[src/rtl/adc_acq_if.sv]
// Control / sample-stream bundle of the ADC acquisition controller.
// The slave modport belongs to the controller; the master modport belongs to the
// fabric side that starts bursts and consumes samples.
interface adc_acq_if #(
    parameter int CNT_W     = 16,
    parameter int DATA_BITS = 18
);
    logic                 start;
    logic                 stop;
    logic [CNT_W-1:0]     num_samples;
    logic [DATA_BITS-1:0] sample_data;
    logic                 sample_valid;
    logic                 sample_ready;
    logic                 busy;
    logic                 done;
    logic                 overrun;

    modport master (
        output start, stop, num_samples, sample_ready,
        input  sample_data, sample_valid, busy, done, overrun
    );

    modport slave (
        input  start, stop, num_samples, sample_ready,
        output sample_data, sample_valid, busy, done, overrun
    );
endinterface

[src/rtl/adc_acq_controller.sv]
// Serial SAR ADC burst sequencer.
// Owns cnv / adc_clk timing, shifts adc_sdo in MSB first and hands each sample
// to a valid/ready stream. A single period counter (pcnt) is the time base:
// every event in a conversion is a fixed pcnt value, so the cnv rate is exact.
// Optional feature: define ADC_ACQ_DROP_CNT_EN to add the saturating drop_cnt output.
module adc_acq_controller #(
    parameter int PERIOD     = 640,
    parameter int CNV_WIDTH  = 4,
    parameter int CONV_DELAY = 84,
    parameter int SCK_HALF   = 1,
    parameter int DATA_BITS  = 18,
    parameter int CNT_W      = 16
) (
    input  logic       clk,
    input  logic       reset,
    adc_acq_if.slave   ctl,
    input  logic       adc_sdo,
    output logic       cnv,
    output logic       adc_clk
`ifdef ADC_ACQ_DROP_CNT_EN
    ,
    output logic [CNT_W-1:0] drop_cnt
`endif
);

    localparam int PCNT_W = $clog2(PERIOD);
    localparam int HALF_W = (SCK_HALF > 1) ? $clog2(SCK_HALF) : 1;
    localparam int BIT_W  = $clog2(DATA_BITS + 1);

    // pcnt landmarks (value of pcnt during the cycle in which the action is registered)
    localparam logic [PCNT_W-1:0] CNV_END   = PCNT_W'(CNV_WIDTH);
    localparam logic [PCNT_W-1:0] WAIT_END  = PCNT_W'(CONV_DELAY);
    // last adc_clk fall becomes visible at CONV_DELAY+1+2*SCK_HALF*DATA_BITS-SCK_HALF;
    // the output register loads on the edge that closes the following cycle
    localparam logic [PCNT_W-1:0] LOAD_AT   = PCNT_W'(CONV_DELAY + 2*SCK_HALF*DATA_BITS - SCK_HALF + 2);
    localparam logic [PCNT_W-1:0] DECIDE_AT = PCNT_W'(PERIOD - 2);
    localparam logic [PCNT_W-1:0] LAST      = PCNT_W'(PERIOD - 1);
    localparam logic [HALF_W-1:0] HALF_LAST = HALF_W'(SCK_HALF - 1);
    localparam logic [BIT_W-1:0]  BIT_LAST  = BIT_W'(DATA_BITS - 1);

    typedef enum logic [2:0] {
        S_IDLE  = 3'd0,
        S_CNV   = 3'd1,
        S_WAIT  = 3'd2,
        S_SHIFT = 3'd3,
        S_GAP   = 3'd4,
        S_END   = 3'd5
    } state_t;

    state_t               state_r;
    logic [PCNT_W-1:0]    pcnt_r;
    logic [HALF_W-1:0]    half_r;
    logic [BIT_W-1:0]     bit_r;
    logic [DATA_BITS-1:0] shift_r;
    logic [CNT_W-1:0]     scnt_r;
    logic [CNT_W-1:0]     num_r;
    logic                 stop_seen_r;
    logic                 cnv_r;
    logic                 adc_clk_r;
    logic                 busy_r;
    logic                 done_r;

    logic [DATA_BITS-1:0] data_r;
    logic                 valid_r;
    logic                 overrun_r;

    logic                 accept_s;
    logic                 load_s;
    logic                 last_conv_s;
    logic [PCNT_W-1:0]    pcnt_inc_s;

    // Start qualification, load strobe, end-of-burst condition and wrapping pcnt increment
    always_comb begin
        accept_s    = 1'b0;
        load_s      = 1'b0;
        last_conv_s = 1'b0;
        pcnt_inc_s  = {PCNT_W{1'b0}};
        if ((state_r == S_IDLE) && ctl.start && !ctl.stop) begin
            accept_s = 1'b1;
        end else begin
            accept_s = 1'b0;
        end
        if ((state_r == S_GAP) && (pcnt_r == LOAD_AT)) begin
            load_s = 1'b1;
        end else begin
            load_s = 1'b0;
        end
        if (stop_seen_r || ctl.stop ||
            ((num_r != {CNT_W{1'b0}}) && (scnt_r == num_r))) begin
            last_conv_s = 1'b1;
        end else begin
            last_conv_s = 1'b0;
        end
        if (pcnt_r == LAST) begin
            pcnt_inc_s = {PCNT_W{1'b0}};
        end else begin
            pcnt_inc_s = pcnt_r + PCNT_W'(1);
        end
    end

    // Burst sequencer: period counter, cnv / adc_clk generation, serial shift-in, busy/done
    always_ff @(posedge clk or posedge reset) begin
        if (reset) begin
            state_r     <= S_IDLE;
            pcnt_r      <= {PCNT_W{1'b0}};
            half_r      <= {HALF_W{1'b0}};
            bit_r       <= {BIT_W{1'b0}};
            shift_r     <= {DATA_BITS{1'b0}};
            scnt_r      <= {CNT_W{1'b0}};
            num_r       <= {CNT_W{1'b0}};
            stop_seen_r <= 1'b0;
            cnv_r       <= 1'b0;
            adc_clk_r   <= 1'b0;
            busy_r      <= 1'b0;
            done_r      <= 1'b0;
        end else begin
            case (state_r)
                S_IDLE: begin
                    cnv_r     <= 1'b0;
                    adc_clk_r <= 1'b0;
                    done_r    <= 1'b0;
                    if (accept_s) begin
                        state_r     <= S_CNV;
                        pcnt_r      <= {PCNT_W{1'b0}};
                        busy_r      <= 1'b1;
                        num_r       <= ctl.num_samples;
                        scnt_r      <= CNT_W'(1);
                        stop_seen_r <= 1'b0;
                    end else begin
                        busy_r <= 1'b0;
                    end
                end
                S_CNV: begin
                    pcnt_r      <= pcnt_inc_s;
                    stop_seen_r <= stop_seen_r | ctl.stop;
                    // cnv lags pcnt by one cycle: high while pcnt reads 1..CNV_WIDTH
                    cnv_r       <= (pcnt_r < CNV_END);
                    if (pcnt_r == CNV_END) begin
                        state_r <= S_WAIT;
                    end
                end
                S_WAIT: begin
                    pcnt_r      <= pcnt_inc_s;
                    stop_seen_r <= stop_seen_r | ctl.stop;
                    cnv_r       <= 1'b0;
                    if (pcnt_r == WAIT_END) begin
                        // first rising edge of adc_clk; MSB captured on this edge
                        state_r   <= S_SHIFT;
                        adc_clk_r <= 1'b1;
                        shift_r   <= {shift_r[DATA_BITS-2:0], adc_sdo};
                        half_r    <= {HALF_W{1'b0}};
                        bit_r     <= {BIT_W{1'b0}};
                    end
                end
                S_SHIFT: begin
                    pcnt_r      <= pcnt_inc_s;
                    stop_seen_r <= stop_seen_r | ctl.stop;
                    if (half_r == HALF_LAST) begin
                        half_r <= {HALF_W{1'b0}};
                        if (adc_clk_r) begin
                            adc_clk_r <= 1'b0;
                            if (bit_r == BIT_LAST) begin
                                state_r <= S_GAP;
                            end
                        end else begin
                            adc_clk_r <= 1'b1;
                            shift_r   <= {shift_r[DATA_BITS-2:0], adc_sdo};
                            bit_r     <= bit_r + BIT_W'(1);
                        end
                    end else begin
                        half_r <= half_r + HALF_W'(1);
                    end
                end
                S_GAP: begin
                    stop_seen_r <= stop_seen_r | ctl.stop;
                    if ((pcnt_r == DECIDE_AT) && last_conv_s) begin
                        // busy drops and done pulses on the final cycle of the last period
                        state_r <= S_END;
                        pcnt_r  <= pcnt_inc_s;
                        busy_r  <= 1'b0;
                        done_r  <= 1'b1;
                    end else if (pcnt_r == LAST) begin
                        // a stop in this cycle belongs to the conversion that starts now
                        state_r     <= S_CNV;
                        pcnt_r      <= {PCNT_W{1'b0}};
                        scnt_r      <= scnt_r + CNT_W'(1);
                        stop_seen_r <= ctl.stop;
                    end else begin
                        pcnt_r <= pcnt_inc_s;
                    end
                end
                S_END: begin
                    state_r     <= S_IDLE;
                    pcnt_r      <= {PCNT_W{1'b0}};
                    done_r      <= 1'b0;
                    busy_r      <= 1'b0;
                    stop_seen_r <= 1'b0;
                end
                default: begin
                    state_r   <= S_IDLE;
                    pcnt_r    <= {PCNT_W{1'b0}};
                    cnv_r     <= 1'b0;
                    adc_clk_r <= 1'b0;
                    busy_r    <= 1'b0;
                    done_r    <= 1'b0;
                end
            endcase
        end
    end

    // Output slot: load a finished sample unless the previous one is still pending and not taken
    always_ff @(posedge clk or posedge reset) begin
        if (reset) begin
            data_r  <= {DATA_BITS{1'b0}};
            valid_r <= 1'b0;
        end else if (load_s && !(valid_r && !ctl.sample_ready)) begin
            data_r  <= shift_r;
            valid_r <= 1'b1;
        end else if (valid_r && ctl.sample_ready) begin
            valid_r <= 1'b0;
        end
    end

    // Sticky overrun flag, cleared when a new burst is accepted
    always_ff @(posedge clk or posedge reset) begin
        if (reset) begin
            overrun_r <= 1'b0;
        end else if (accept_s) begin
            overrun_r <= 1'b0;
        end else if (load_s && valid_r && !ctl.sample_ready) begin
            overrun_r <= 1'b1;
        end
    end

`ifdef ADC_ACQ_DROP_CNT_EN
    logic [CNT_W-1:0] drop_r;

    // Saturating count of dropped samples, cleared when a new burst is accepted
    always_ff @(posedge clk or posedge reset) begin
        if (reset) begin
            drop_r <= {CNT_W{1'b0}};
        end else if (accept_s) begin
            drop_r <= {CNT_W{1'b0}};
        end else if (load_s && valid_r && !ctl.sample_ready &&
                     (drop_r != {CNT_W{1'b1}})) begin
            drop_r <= drop_r + CNT_W'(1);
        end
    end

    assign drop_cnt = drop_r;
`endif

    assign cnv              = cnv_r;
    assign adc_clk          = adc_clk_r;
    assign ctl.busy         = busy_r;
    assign ctl.done         = done_r;
    assign ctl.sample_data  = data_r;
    assign ctl.sample_valid = valid_r;
    assign ctl.overrun      = overrun_r;

endmodule

[src/flat_wrapper.sv]
// flat-port wrapper written by rule: the top's interface ports become plain ports
module adc_acq_controller_flat 
#(
    parameter int PERIOD     = 640,
    parameter int CNV_WIDTH  = 4,
    parameter int CONV_DELAY = 84,
    parameter int SCK_HALF   = 1,
    parameter int DATA_BITS  = 18,
    parameter int CNT_W      = 16
)
  (clk, reset, adc_sdo, cnv, adc_clk, ctl_start, ctl_stop, ctl_num_samples, ctl_sample_ready, ctl_sample_data, ctl_sample_valid, ctl_busy, ctl_done, ctl_overrun);
  adc_acq_if #(.CNT_W(CNT_W), .DATA_BITS(DATA_BITS)) ctl_i ();
  input  logic clk;
  input  logic reset;
  input  logic adc_sdo;
  output logic cnv;
  output logic adc_clk;
  input wire logic [$bits(ctl_i.start)-1:0] ctl_start;
  input wire logic [$bits(ctl_i.stop)-1:0] ctl_stop;
  input wire logic [$bits(ctl_i.num_samples)-1:0] ctl_num_samples;
  input wire logic [$bits(ctl_i.sample_ready)-1:0] ctl_sample_ready;
  output wire logic [$bits(ctl_i.sample_data)-1:0] ctl_sample_data;
  output wire logic [$bits(ctl_i.sample_valid)-1:0] ctl_sample_valid;
  output wire logic [$bits(ctl_i.busy)-1:0] ctl_busy;
  output wire logic [$bits(ctl_i.done)-1:0] ctl_done;
  output wire logic [$bits(ctl_i.overrun)-1:0] ctl_overrun;
  assign ctl_i.start = ctl_start;
  assign ctl_i.stop = ctl_stop;
  assign ctl_i.num_samples = ctl_num_samples;
  assign ctl_i.sample_ready = ctl_sample_ready;
  assign ctl_sample_data = ctl_i.sample_data;
  assign ctl_sample_valid = ctl_i.sample_valid;
  assign ctl_busy = ctl_i.busy;
  assign ctl_done = ctl_i.done;
  assign ctl_overrun = ctl_i.overrun;
  adc_acq_controller #(.PERIOD(PERIOD), .CNV_WIDTH(CNV_WIDTH), .CONV_DELAY(CONV_DELAY), .SCK_HALF(SCK_HALF), .DATA_BITS(DATA_BITS), .CNT_W(CNT_W)) u_core (.clk(clk), .reset(reset), .ctl(ctl_i), .adc_sdo(adc_sdo), .cnv(cnv), .adc_clk(adc_clk));
endmodule
[config.mk]
export PLATFORM = sky130hd
export DESIGN_NAME = adc_acq_controller_flat
export DESIGN_NICKNAME = d
export VERILOG_FILES = /design/src/rtl/adc_acq_if.sv /design/src/rtl/adc_acq_controller.sv /design/src/flat_wrapper.sv
export SDC_FILE = /design/constraint.sdc
export NUM_CORES = 1
export LEC_CHECK = 0
export BUFFER_PORTS_ARGS = -buffer_cell sky130_fd_sc_hd__clkbuf_2
export CAP_MARGIN = 20
export CORE_MARGIN = 2
export CORE_UTILIZATION = 40
export DETAILED_ROUTE_END_ITERATION = 16
export PLACE_DENSITY = 0.69
export SLEW_MARGIN = 20
export SYNTH_ARGS = -nofsm -noshare
export SYNTH_HDL_FRONTEND = slang
export SYNTH_SLANG_ARGS = --single-unit
[constraint.sdc]
create_clock -name clk -period 2.5 [get_ports clk]
set_input_delay 0.25 -clock clk [delete_from_list [all_inputs] [get_ports clk]]
set_output_delay 0.25 -clock clk [all_outputs]
set_load 0.1 [all_outputs]
==> reports/results.ini, run 1 <==
[drt]
wl_met1_um = 4722
dr_wl_met2_um = 4781
vias = 3751
drc_errors = 0
drtPass1Iterations = 5
met3WireLength_um = 536
vias_per_cell = 5.452
ant_nets = 0
first_iter_violations = 189
routed_wl_um = 10150
dr.max_layer_used = met4
wl_per_cell_um = 14.76

[sta]
setup_viol = 0
max_freq_mhz = 441.3
worst_slew_pin_slew_ns = 0.5810
slew_headroom = 0.6118
hold_violations = 0
drv_slew = 0
finalCritPeriodShare = 0.9064
skew_ns = 0.006319
rsz0062_at_grt = false
period_needed_ns = 2.266
setup_tns_ns = 0

[logic_synthesis]
syn_nets = 517
synth_top_cell_area_share = 0.5114
synth-seq-cells = 93
synth_area_leaders = dfrtp_1, nand2_1, mux2_2, xor2_1, o21ai_0
synth_cell_types = 48
synth-async-reset-ratio = 1.000
yosys.area.top_type = dfrtp_1
synth_area_per_cell_um2 = 9.325
ys.flop_type = dfrtp_1
yosys_warnings = 0
ys_seq_area_frac = 0.5114
syn_inst = 488
syn_area_um2 = 4551
synth-edff-count = 0

[worst_setup_path]
endpoint_kind = register
r2r_cells = 7
cp_max_fo = 19
cp-start-kind = register
crit_type = reg -> reg
cp.arrival_ns = 2.53
required_ns = 2.77

[placed_design]
place_congestion = 0.8695
io_buffers = 45
hpwl_um = 7129

[finish]
final_nets = 572
drive_gt1_frac = 0.1934
regArea_um2 = 2327
multiInputGateArea_um2 = 2115
area_growth_pct = 17.29
diodes = 0
nFillCells = 973

[power]
irDropWorstVdd_mv = 0.5191
p_total_mw = 4.609
power_density_nw_per_um2 = 863.4
p_leak_nw = 2.627

[hold_path]
holdPathStages = 3
hp-class = in -> reg

[clocking]
numCtsBuffers = 9
clockBufferDepth = 2
post_cts_buffers = 0
htreeDepth = 3
cts.clk_slew.worst_paths_ns = 0.07
clock-root-buffer = clkbuf_16
cts_sinks = 93
cts_tree = built
clkLatencyLatePin_ns = 0.35

[die]
core_region_area_um2 = 10980
start_util = 0.4143
die-area_um2 = 12250
die_w_um = 110.7
pin_count = 46
die_y_um = 110.7
rows = 38

[global_route]
grt_use_total = 0.1747
antenna_found_initial = 1
grt_pass1_wl_um = 17630
grt_overflow_total = 0
grt_max_degree = 43
first_global_vias = 3715

[run]
cap_violations = 0

[status]
status = completed

-- through the flow --
step                      cells    util  worst slack [ns]  hold slack (ns)  instance area [um2]
after floorplan             488       -            0.2253           0.3554                 4554
after global placement      671  0.4584            0.2960           0.3202                 5035
after detailed placement    671  0.4584            0.2256           0.3230                 5035
after CTS                   688  0.4853            0.1784          0.07991                 5330
after global routing        688  0.4860           0.03671          0.08974                 5338
final                       688  0.4860            0.2339          0.09163                 5338
-- registers in the layout, indices dropped and copies added (netlist names) --
register,flops
u_core.ctl.done,1
u_core.ctl.sample_valid,1
u_core.num_r,16
u_core.adc_clk,1
u_core.bit_r,5
u_core.state_r,3
u_core.shift_r,18
u_core.stop_seen_r,1
u_core.ctl.busy,1
u_core.ctl.overrun,1
u_core.cnv,1
u_core.ctl.sample_data,18
u_core.scnt_r,16
u_core.pcnt_r,10
-- cells by family after synthesis --
logic type,share of synthesized area
AOI/OAI and AO/OA,0.1111
xor gates and xnor gates,0.03849
adders and majority gates,0.01925
buffers and inverters,0.02694
DFF,0.5114
muxes,0.04674
and+or+nand+nor,0.2461
-- layout make-up --
class	instances	share of cell area
Inverter	9	0.007032
Clock inverter	5	0.007970
Timing Repair Buffer	66	0.07454
Multi-Input combinational cell	364	0.3962
Tap cell	140	0.03282
Clock buffer	11	0.04548
Sequential cell	93	0.4360
-- worst max-delay path: stages (launching register included) --
cell and delay, ns:
dfrtp_1 0.48, nor3b_4 0.34, nand4_1 0.23, a2bb2oi_2 0.26, o21ai_4 0.17, buf_4 0.20
or3_1 0.34, a21oi_1 0.16
-- layer usage --
layer  global-route usage  vias to the layer above
met2               0.2765                       81
met4              0.04917                        0
met3              0.05194                        7
li1                     -                     1816
met1               0.2342                     1847
met5                    0                        -
-- cells in the final DEF, fill, tap and decap left out, drive strengths merged, types with 3 or more instances in the layout --
cell type / Yosys / layout
ha: 7 / 7
o21a: 4 / 4
o21ai: 29 / 29
inv: 9 / 11
and4: 4 / 4
nor2: 20 / 20
dfrtp: 93 / 93
buf: 6 / 20
nor4: 14 / 14
nor3: 4 / 4
mux2: 18 / 18
nand2: 127 / 127
or4: 6 / 6
nand4: 10 / 10
a21oi: 22 / 22
o31ai: 7 / 7
or3: 11 / 11
xor2: 19 / 19
nand2b: 5 / 5
nand3: 19 / 19
clkbuf: 16 / 56
and3: 6 / 6
a211oi: 3 / 3
-- cell usage after synthesis (3+ instances only) --
library cell,count
a21oi_1,22
nor2_1,20
buf_2,5
nand3_1,19
clkbuf_1,16
o31ai_1,7
or4_1,6
ha_1,7
xor2_1,19
o21ai_0,26
and4_1,4
nand2b_1,5
nor3_1,4
nand4_1,10
nor4_1,14
nand2_1,127
a211oi_1,3
mux2_2,18
o21a_1,4
dfrtp_1,93
inv_1,9
and3_1,6
or3_1,11
-- path summary, 6_finish.rpt --
path	slack, ns	endpoint	start
worst max-delay path	0.23	u_core.scnt_r[12]	u_core.state_r[1]
worst min-delay path	0.09	u_core.num_r[3]	ctl_num_samples[3]
worst max register to register	0.23	u_core.scnt_r[12]	u_core.state_r[1]
worst min register to register	0.48	u_core.shift_r[17]	u_core.shift_r[17]
max in group asynchronous	1.32	u_core.shift_r[14]	reset
min in group asynchronous	0.50	u_core.shift_r[3]	reset
-- repair_timing --
action,4_1_cts,5_1_grt
setup endpoints to repair,0,3
endpoints found under the hold margin,23,0
gates resized for setup,0,1
hold buffers,1,0
-- power breakdown --
part	internal [mW]	switching, mW	leakage, nW
Combinational	0.417	0.704	1.26
Sequential	1.83	0.346	1.23
Clock	0.714	0.602	0.137
Total	2.96	1.65	2.63
Power figures use the tool's default switching activity.
==> inputs of run 2 (changes only) <==
Settings changed: CELL_PAD_IN_SITES_DETAIL_PLACEMENT set to 0, CELL_PAD_IN_SITES_GLOBAL_PLACEMENT set to 2, CORE_UTILIZATION 40 to 33, PLACE_DENSITY 0.69 to 0.84.
==> reports/results.ini, run 2 (same netlist as run 1, synthesis figures left out) <==
[status]
status = completed

[finish]
final_cell_mix = nand2_1, dfrtp_1, clkbuf_2
final_common_cell = nand2_1
area_growth_pct = 18.81
nFillCells = 1349  ; +39%
final_core_util = 0.4050  ; -0.08094
diodes = 0  ; unchanged
final_nets = 574  ; +0.35%
drive_gt1_frac = 0.2000  ; +0.006569

[power]
power_density_nw_per_um2 = 869.2  ; +0.67%
p_leak_nw = 2.651  ; +0.91%
switchingPower_mw = 1.651  ; about the same
pwr-share-seq = 0.458  ; -0.013
clkPwrFrac = 0.295  ; +0.009
irDropWorstVdd_mv = 0.5460  ; +5.2%
pwr-share-comb = 0.247  ; +0.004
p_int_mw = 3.048  ; +3.1%
switching_share = 0.3513  ; -0.007111

[global_route]
grt_max_degree = 94  ; +120%
use_met3 = 0.03618  ; -0.01576
grt_overflow_total = 0  ; unchanged
grt_use_total = 0.1564  ; -0.01829
grt_pass1_wl_um = 18080  ; +2.5%
use_met1 = 0.2163  ; -0.01795
first_global_vias = 3647  ; -1.8%
globalRouteMet2Util = 0.2303  ; -0.04615
top_usage_layer = met2
antenna_found_initial = 0  ; -1

[worst_setup_path]
cpMaxStageDelayCell = or4_1
path_buf_inv = 1  ; unchanged
reg2reg_to = u_core.scnt_r[15]
cp_top_family = simple AND/OR/NAND/NOR gates
endpoint_kind = register
reg2reg_slack_ns = 0.24  ; about the same
cp-start-kind = register
cp.arrival_ns = 2.54  ; about the same
timing.rr.start = u_core.state_r[0]
crit_type = reg -> reg
r2r_cells = 6  ; -1
required_ns = 2.78  ; about the same
cp_max_fo = 21  ; +2
cpPeakStageDelay_ns = 0.61  ; +0.13 ns
cp_cell_sequence = or4_1 > a2bb2oi_2 > o21ai_4 > buf_4 > or3_1 > a21oi_1

[sta]
finalCritPeriodShare = 0.9054  ; -0.001053
setup_viol = 0  ; unchanged
rsz0062_at_grt = false
hold_violations = 0  ; unchanged
max_freq_mhz = 441.8  ; +0.12%
worst_slew_pin_slew_ns = 0.6081  ; +0.02712 ns
period_needed_ns = 2.263  ; -0.002632 ns
skew_ns = 0.007990  ; +0.001671 ns
drv_slew = 0  ; unchanged
setup_tns_ns = 0  ; unchanged
slew_headroom = 0.5908  ; -0.02100

[hold_path]
hp-class = in -> async

[drt]
ant_nets = 0  ; unchanged
routed_wl_um = 10500  ; +3.4%
first_iter_violations = 187  ; -1.1%
drc_errors = 0  ; unchanged
wl_per_cell_um = 14.46  ; -2.0%
vias_per_cell = 5.085  ; -6.7%
drtPass1Iterations = 4  ; -1
vias = 3692  ; -1.6%

[clocking]
clkLatencyLatePin_ns = 0.35  ; about the same
cts.clk_slew.worst_paths_ns = 0.07  ; about the same
cts_tree = built
cts_sinks = 93  ; unchanged
htreeDepth = 3  ; unchanged
numCtsBuffers = 9  ; unchanged
clockBufferDepth = 2  ; unchanged
clock-root-buffer = clkbuf_16

[die]
core_region_area_um2 = 13350  ; +22%
die-area_um2 = 14750  ; +20%
start_util = 0.3409  ; -0.07341
rows = 42  ; +11%
pin_count = 46  ; unchanged
die_w_um = 121.4  ; +9.7%
die_y_um = 121.4  ; +9.7%

[placed_design]
hpwl_um = 7343  ; +3.0%
io_buffers = 45  ; unchanged
place_congestion = 0.8299  ; -4.6%

[run]
cap_violations = 0  ; unchanged

==> run 2: worst max-delay path by stage <==
| stage | from | slack, ns | depth (start not counted) | end |
|---|---|---|---|---|
| 6_report | u_core.state_r[0] | 0.24 | 6 | u_core.scnt_r[15] |
| 5_1_grt | u_core.scnt_r[10] | 0.04 | 7 | u_core.scnt_r[10] |
| 4_1_cts | u_core.scnt_r[10] | 0.15 | 7 | u_core.scnt_r[8] |
| 3_5_place_dp | u_core.scnt_r[10] | 0.18 | 7 | u_core.scnt_r[8] |
| 3_3_place_gp | u_core.scnt_r[1] | 0.21 | 7 | u_core.scnt_r[8] |
| 2_1_floorplan | u_core.ctl.sample_valid | 0.23 | 4 | u_core.ctl.sample_data[0] |
==> run 2: layer usage <==
metal  share of wire  routed length, um
met2            0.45               4722
met4           0.019                195
met1            0.49               5132
met5               0                  0
met3           0.043                448
==> run 2: worst reg2reg max path, cell delays in order, from the launching register on <==
cell and delay, ns:
dfrtp_1 0.47, or4_1 0.61, a2bb2oi_2 0.24, o21ai_4 0.18, buf_4 0.21, or3_1 0.34
a21oi_1 0.15
==> run 2: power by group through the flow <==
stage	Combinational, mW	Sequential (mW)	Clock [mW]
after floorplan	0.713	2.22	0
after global placement	1.16	2.18	0
after detailed placement	1.17	2.18	0
after CTS	1.17	2.15	1.43
after global routing	1.33	2.20	1.49
final	1.16	2.15	1.39
==> run 2: area by class of cell <==
| class | count | area [um2] | share of cell area |
|---|---|---|---|
| multi-input cells | 364 | 2115 | 0.3911 |
| well taps | 176 | 220.2 | 0.04073 |
| inverters | 9 | 37.54 | 0.006943 |
| clock buffers | 9 | 225.2 | 0.04166 |
| flip-flops and latches | 93 | 2327 | 0.4305 |
| clock inverters | 7 | 71.32 | 0.01319 |
| repair buffers | 68 | 410.4 | 0.07591 |
==> run 2: timing repair <==
action	in CTS	in global routing
hold buffers	0	0
setup endpoints to repair	0	5
gates resized for setup	0	1
endpoints found under the hold margin	0	0
buffers inserted	0	0
==> run 2: per-stage QoR <==
stage	instance area (um2)	setup slack, ns	total power, mW	hold WS (ns)	instances
2_1_floorplan	4554	0.2253	2.931	0.3554	488
3_3_place_gp	5102	0.2085	3.336	0.4293	710
3_5_place_dp	5102	0.1817	3.348	0.4261	710
4_1_cts	5399	0.1527	4.762	0.04279	726
5_1_grt	5406	0.04267	5.019	0.07440	726
6_report	5406	0.2366	4.700	0.01012	726
==> inputs of run 3 (changes only) <==
Settings changed: BUFFER_PORTS_ARGS -buffer_cell sky130_fd_sc_hd__clkbuf_2 to -buffer_cell sky130_fd_sc_hd__buf_4.
==> reports/results.ini, run 3 (same netlist as run 1, synthesis figures left out) <==
[status]
status = completed

[sta]
finalCritPeriodShare = 0.8977  ; -0.007663
setup_viol = 0  ; unchanged
worst_slew_pin_slew_ns = 0.6074  ; -0.0007511 ns
rsz0062_at_grt = false
hold_violations = 0  ; unchanged
max_freq_mhz = 445.6  ; +0.85%
drv_slew = 0  ; unchanged
setup_tns_ns = 0  ; unchanged
period_needed_ns = 2.244  ; -0.01916 ns
skew_ns = 0.006035  ; -0.001955 ns
slew_headroom = 0.5951  ; +0.004240

[drt]
vias = 3655  ; -1.0%
drtPass1Iterations = 4  ; unchanged
vias_per_cell = 5.048  ; -0.73%
wl_per_cell_um = 14.77  ; +2.1%
routed_wl_um = 10690  ; +1.8%
first_iter_violations = 239  ; +28%
drc_errors = 0  ; unchanged
ant_nets = 0  ; unchanged

[die]
core_region_area_um2 = 13350  ; unchanged
die-area_um2 = 14750  ; unchanged
pin_count = 46  ; unchanged
die_w_um = 121.4  ; unchanged
die_y_um = 121.4  ; unchanged
start_util = 0.3409  ; unchanged
rows = 42  ; unchanged

[run]
cap_violations = 0  ; unchanged

[clocking]
cts_sinks = 93  ; unchanged
cts_tree = built
clock-root-buffer = clkbuf_16
clockBufferDepth = 2  ; unchanged
htreeDepth = 3  ; unchanged
clkLatencyLatePin_ns = 0.35  ; about the same
numCtsBuffers = 9  ; unchanged
cts.clk_slew.worst_paths_ns = 0.07  ; about the same

[finish]
drive_gt1_frac = 0.1971  ; -0.002920
final_nets = 572  ; -0.35%
final_cell_mix = nand2_1, dfrtp_1, buf_4
final_cells = 724  ; -0.28%
diodes = 0  ; unchanged
multiInputGateArea_um2 = 2115  ; unchanged
final_common_cell = nand2_1
nFillCells = 1329  ; -1.5%
area_growth_pct = 21.75
regArea_um2 = 2327  ; unchanged

[global_route]
antenna_found_initial = 0  ; unchanged
grt_overflow_total = 0  ; unchanged
first_global_vias = 3637  ; -0.27%
grt_use_total = 0.1581  ; +0.001700
grt_max_degree = 48  ; -49%
grt_pass1_wl_um = 18400  ; +1.8%

[worst_setup_path]
cp_max_fo = 21  ; unchanged
r2r_cells = 5  ; -1
cpPeakStageDelay_ns = 0.59  ; -0.02 ns
crit_type = reg -> reg
cp-start-kind = register
endpoint_kind = register
cp_top_family = simple AND/OR/NAND/NOR gates
path_buf_inv = 0  ; -1
cp_cell_sequence = or4_1 > a2bb2oi_2 > o21ai_4 > or4_1 > a21oi_1
cpMaxStageDelayCell = or4_1
cpMostUsedCell = or4_1
cp.depth = 5  ; -1
cp.arrival_ns = 2.51  ; -0.03 ns
required_ns = 2.77  ; about the same

[power]
p_leak_nw = 2.691  ; +1.5%
power_density_nw_per_um2 = 884.4  ; +1.7%
p_total_mw = 4.900  ; +4.3%
irDropWorstVdd_mv = 0.4543  ; -17%

[placed_design]
io_buffers = 45  ; unchanged
place_congestion = 0.8166  ; -1.6%
placed_cells = 708  ; -0.28%
hpwl_um = 7487  ; +2.0%

[hold_path]
hp-class = in -> async

run 3: worst reg2reg max path: stages (launching register included):
cell and delay (ns):
dfrtp_1 0.49, or4_1 0.59, a2bb2oi_2 0.22, o21ai_4 0.17, or4_1 0.53, a21oi_1 0.17
run 3: power by group:
group	leakage [nW]	internal [mW]	total, mW	switching, mW
Combinational	1.29	0.450	1.18	0.729
Clock	0.172	0.984	1.57	0.582
Sequential	1.23	1.83	2.15	0.327
run 3: final timing paths:
check	from	endpoint	slack (ns)
min	reset	u_core.shift_r[4]	0.08
min in group clk	ctl_num_samples[5]	u_core.num_r[5]	0.09
max	u_core.state_r[1]	u_core.scnt_r[7]	0.26
max reg2reg	u_core.state_r[1]	u_core.scnt_r[7]	0.26
max in group asynchronous	reset	u_core.pcnt_r[6]	1.99
min reg2reg	u_core.shift_r[17]	u_core.shift_r[17]	0.49
run 3: area by class of cell:
class	instances	area share
multi-input combinational	364	0.3817
inverter	9	0.006775
clock inverter	3	0.01174
sequential	93	0.4201
clock buffer	13	0.05059
timing repair buffer	66	0.08943
tap	176	0.03975
run 3: layer usage:
layer / global-route usage / vias to the layer above / share of wire
li1: - / 1809 / -
met1: 0.2281 / 1766 / 0.51
met2: 0.2286 / 69 / 0.43
met3: 0.03571 / 11 / 0.045
met4: 0.06466 / 0 / 0.016
met5: 0 / - / 0
run 3: repair_timing:
item / CTS / global route
resized for setup: 0 / 1
endpoints found under the setup margin: 0 / 4
hold buffers: 0 / 0
buffers inserted: 0 / 0
run 3: stage by stage:
stage               cell area, um2  worst slack (ns)  utilization  hold WS, ns
global route                  5540           0.08907       0.4151      0.09351
global placement              5187            0.2382       0.3886       0.4419
detailed placement            5187            0.2169       0.3886       0.4475
finish                        5540            0.2557       0.4151      0.08037
floorplan                     4554            0.2253            -       0.3554
CTS                           5533            0.1909       0.4145      0.08573
